**src/rtl/demux_1to4_stream.sv**
```systemverilog
// 1-to-4 valid/ready stream demultiplexer with a one-entry holding register per channel.
// Optional DEMUX_AUTO_SEL_EN: the destination comes from an internal slot counter instead of {s1,s0}.
module demux_1to4_stream #(
  parameter int W = 8
) (
  input  logic         clk,
  input  logic         rst_n,
  input  logic [W-1:0] din,
  input  logic         din_valid,
  output logic         din_ready,
  input  logic         s0,
  input  logic         s1,
  input  logic         sof,
  output logic [W-1:0] ya,
  output logic [W-1:0] yb,
  output logic [W-1:0] yc,
  output logic [W-1:0] yd,
  output logic         ya_valid,
  output logic         yb_valid,
  output logic         yc_valid,
  output logic         yd_valid,
  input  logic         ya_ready,
  input  logic         yb_ready,
  input  logic         yc_ready,
  input  logic         yd_ready
);

  // state | meaning
  // EMPTY | channel register holds no beat
  // FULL  | channel register holds a beat, presented on y<ch>
  typedef enum logic {EMPTY = 1'b0, FULL = 1'b1} ch_state_t;

  ch_state_t      state_q [4];
  ch_state_t      state_d [4];
  logic [W-1:0]   data_q  [4];
  logic [3:0]     y_ready;
  logic [3:0]     load;
  logic [1:0]     dest;
  logic           in_xfer;

  assign y_ready = {yd_ready, yc_ready, yb_ready, ya_ready};

`ifdef DEMUX_AUTO_SEL_EN
  logic [1:0] slot_q;
  logic       unused_sel;

  assign unused_sel = s0 ^ s1;
  // A start-of-frame beat realigns the slot sequence to channel a.
  assign dest = sof ? 2'd0 : slot_q;

  always_ff @(posedge clk or negedge rst_n) begin
    if (!rst_n) begin
      slot_q <= 2'd0;
    end else if (in_xfer) begin
      slot_q <= dest + 2'd1;
    end
  end
`else
  logic unused_sof;

  assign unused_sof = sof;
  assign dest       = {s1, s0};
`endif

  // Ready looks only at the addressed channel so a stalled sink cannot block the others.
  assign din_ready = (state_q[dest] == EMPTY) || y_ready[dest];
  assign in_xfer   = din_valid && din_ready;

  always_comb begin
    load = 4'b0000;
    for (int i = 0; i < 4; i++) begin
      state_d[i] = state_q[i];
      load[i]    = in_xfer && (dest == 2'(i));
      case (state_q[i])
        EMPTY:   if (load[i]) state_d[i] = FULL;
        FULL:    if (y_ready[i] && !load[i]) state_d[i] = EMPTY;
        default: state_d[i] = EMPTY;
      endcase
    end
  end

  always_ff @(posedge clk or negedge rst_n) begin
    if (!rst_n) begin
      for (int i = 0; i < 4; i++) state_q[i] <= EMPTY;
    end else begin
      for (int i = 0; i < 4; i++) state_q[i] <= state_d[i];
    end
  end

  // Data is cleared on reset so outputs read zero while rst_n is low.
  always_ff @(posedge clk or negedge rst_n) begin
    if (!rst_n) begin
      for (int i = 0; i < 4; i++) data_q[i] <= '0;
    end else begin
      for (int i = 0; i < 4; i++) begin
        if (load[i]) data_q[i] <= din;
      end
    end
  end

  assign ya       = data_q[0];
  assign yb       = data_q[1];
  assign yc       = data_q[2];
  assign yd       = data_q[3];
  assign ya_valid = (state_q[0] == FULL);
  assign yb_valid = (state_q[1] == FULL);
  assign yc_valid = (state_q[2] == FULL);
  assign yd_valid = (state_q[3] == FULL);

endmodule

```
**config.mk**
```make
export PLATFORM = sky130hd
export DESIGN_NAME = demux_1to4_stream
export DESIGN_NICKNAME = d
export VERILOG_FILES = /design/src/rtl/demux_1to4_stream.sv
export SDC_FILE = /design/constraint.sdc
export NUM_CORES = 1
export LEC_CHECK = 0
export CAP_MARGIN = 10
export CORE_ASPECT_RATIO = 0.6
export CORE_MARGIN = 3
export CORE_UTILIZATION = 30
export DETAILED_ROUTE_END_ITERATION = 7
export PLACE_DENSITY = 0.7
export SYNTH_ARGS = -nofsm -noshare
export SYNTH_HDL_FRONTEND = slang
export SYNTH_SLANG_ARGS = --single-unit
```
**constraint.sdc**
```tcl
create_clock -name clk -period 1.5 [get_ports clk]
set_input_delay 0.3 -clock clk [delete_from_list [all_inputs] [get_ports clk]]
set_output_delay 0.3 -clock clk [all_outputs]
set_load 0.02 [all_outputs]
```
==> qor.txt <==
Status = finished, violations left
Violated checks = negative setup slack
Leak = 1.08 nW
Starting Density = 0.326
Area of the multi-input gates = 567 sq um
# nets final = 178
Synth area leaders = dfrtp_1, mux2_2, nand2b_1, mux4_2, nand2_1
RSZ-0062 raised after global routing = true
GRT Overall Usage = 0.133
IO buf count = 53
Final wirelength = 3.53 mm
Post-DP HPWL = 2.50 mm
Max rail drop VDD = 0.000396 V
Syn. warnings = 0
Synth top area share = 0.643
Clock Latency Late Sink = 280 ps
DRC viols = 0
Total number of vias = 972
Synthesis-stage register bit count = 36
Fillers = 379
M1 GR Usage = 0.162
Chip width = 94.2 um
Async set-reset flop share out of synthesis = 1.00
Post-Syn Instances = 88
Synthesized net count = 106
Worst-path clk slew = 70 ps
1st-iter DRT viols = 34
Largest area contributor in the netlist = dfrtp_1
Worst-path fanout max = 2
Mean Syn Cell Area = 15.9 sq um
Longest Clk Path Bufs = 2
Vias per std cell = 4.40
Pins Over Slew Limit = 0
First-pass GRT wire length = 5.46 mm
Critical path's slowest cell = mux4_2
Final Util = 0.524
Gpl congestion = 0.706
Worst setup SP type = flop
Main synth FF type = dfrtp_1
Antenna violations before repair = 0
Post-synthesis sequential area ratio = 0.643
MaxCap Viol Count = 0
Tot Pwr = 2.84 mW
Worst Path Arrival = 1380 ps
Vias in the first global route = 1,031
Hold Slack = 61.6 ps
Met3 Use GR = 0.0498
Crit path kind = flop to primary output
Post-synth cell types = 12
CTS tree = built
Ports = 55
CTS Buf Count = 5
Sequential cell fraction of total power = 0.446
Clock network power share = 0.242
Cts-stage hold buffer count = 0
Combinational group share of total power = 0.313
CP delay by family, top = multiplexers
Mapped cell area = 1400 sq um
Avg WL per Cell = 16.0 um
Buf/Inv on CP = 1
Sink Count = 36
Pint = 1.96 mW
Worst stage delay on the critical path = 490 ps
DRT antenna net count = 0
Final period utilization = 1.12
Share of cells above drive strength 1 = 0.410
Area grow syn2layout = 60.9%
Sw Ratio = 0.309
EDFF count, synth = 0
Hold crit path type = primary input to asynchronous set/reset pin
Net load switching power = 0.878 mW
Largest net degree at the start of global routing = 37
TritonRoute pass-1 iters = 4
Crit. End Element = primary output
Final setup vio count = 8
Antenna diodes = 0
Crit path required time = 1200 ps
Count leader, synth = dfrtp_1
GR Util met2 = 0.230
Clock Skews = 2.41 ps
Register area = 901 sq um
Core footprint = 4300 sq um
CP cell instances = nand2b_4 > mux4_2 > buf_6
Commonest cells in the netlist = dfrtp_1, mux2_2, nand2_1
Row count = 18
Tightest Pin Transition = 446 ps
Most used routing layer = met2
Full die area = 5550 sq um
Final min period = 1680 ps
Root buffer cell = clkbuf_8
Final worst slack = -178 ps
Die height = 58.9 um
Grt total ovfl = 0
Fin. Hold Viols = 0
Slew HR = 0.703
Max Freq = 596 MHz
Power density over cell area = 1260 nW/um^2
CTS H-tree depth = 2
through the flow:
stage | setup WS, ps | std cells | instance area [sq um] | TNS (ps)
after global routing | -233 | 221 | 2250 | -588
after floorplan | 113 | 88 | 1400 | 0
after CTS | -168 | 221 | 2240 | -168
final | -178 | 221 | 2250 | -366
after detailed placement | -704 | 209 | 2090 | -11870
after global placement | -711 | 209 | 2090 | -10760
power groups by stage:
| stage | sequential (mW) | combinational [mW] | clock [mW] |
|---|---|---|---|
| floorplan | 1.51 | 0.205 | 0 |
| global placement | 1.27 | 0.967 | 0 |
| detailed placement | 1.28 | 0.988 | 0 |
| CTS | 1.27 | 0.892 | 0.708 |
| global route | 1.29 | 0.940 | 0.770 |
| finish | 1.26 | 0.888 | 0.686 |
worst paths after layout:
kind	startpoint	to	slack [ps]	cells after the start
max in group asynchronous	rst_n	ya[0]	1120	2
worst min register to register	yd[5]	yd[5]	500	1
min in group clk	yd[5]	yd[5]	500	1
worst max register to register	yb_valid	yb[1]	0	6
worst min-delay path	rst_n	yc[4]	60	2
worst max-delay path	yd_valid	din_ready	-180	3
worst register-to-register path: stages (launching register included):
cell and delay, ps:
dfrtp_1 410, nand2b_4 90, buf_6 90, buf_6 80, nor3b_4 240, buf_12 180
mux2_4 310
layout make-up:
class                   instances  area share
repair buffers                 68       0.275
well taps                      60      0.0333
multi-input cells              49       0.251
clock buffers                   6      0.0366
flip-flops and latches         36       0.400
clock inverters                 2     0.00444
layout by cell type, fill, tap and decap left out:
master,instances
nand3_1,1
mux2_2,24
nand3b_4,1
buf_2,1
mux4_2,1
and3_4,1
o21ai_0,1
dlygate4sd2_1,42
mux2_4,8
nand2_1,5
dfrtp_1,36
clkdlybuf4s50_1,9
buf_12,2
buf_4,11
nor2b_4,1
nor3b_4,1
nor2b_1,1
buf_6,3
nand2b_4,4
clkinv_2,2
clkbuf_8,6
routing by layer:
layer  share of wire  wire length, um
met3           0.077              273
met1            0.41             1450
met4               0                0
met5               0                0
met2            0.51             1800
logic make-up (layout without fill, tap and decap cells):
family	Yosys count	in the layout	synth area share
DFF	36	36	0.643
buffers and inverters	3	76	0.0107
and+or+nand+nor	15	15	0.0696
muxes	33	33	0.273
AOI/OAI and AO/OA	1	1	0.00357
state kept, by name, summed over array words and instances (netlist names):
signal	flops
ya	8
ya_valid	1
yb	8
yb_valid	1
yc	8
yc_valid	1
yd	8
yd_valid	1
what timing repair did:
action | 4_1_cts | 5_1_grt
resized for setup | 63 | 3
pin swaps | 1 | 0
buffers inserted | 5 | 0
setup endpoints to repair | 69 | 18
(Power assumes the default switching activity.)
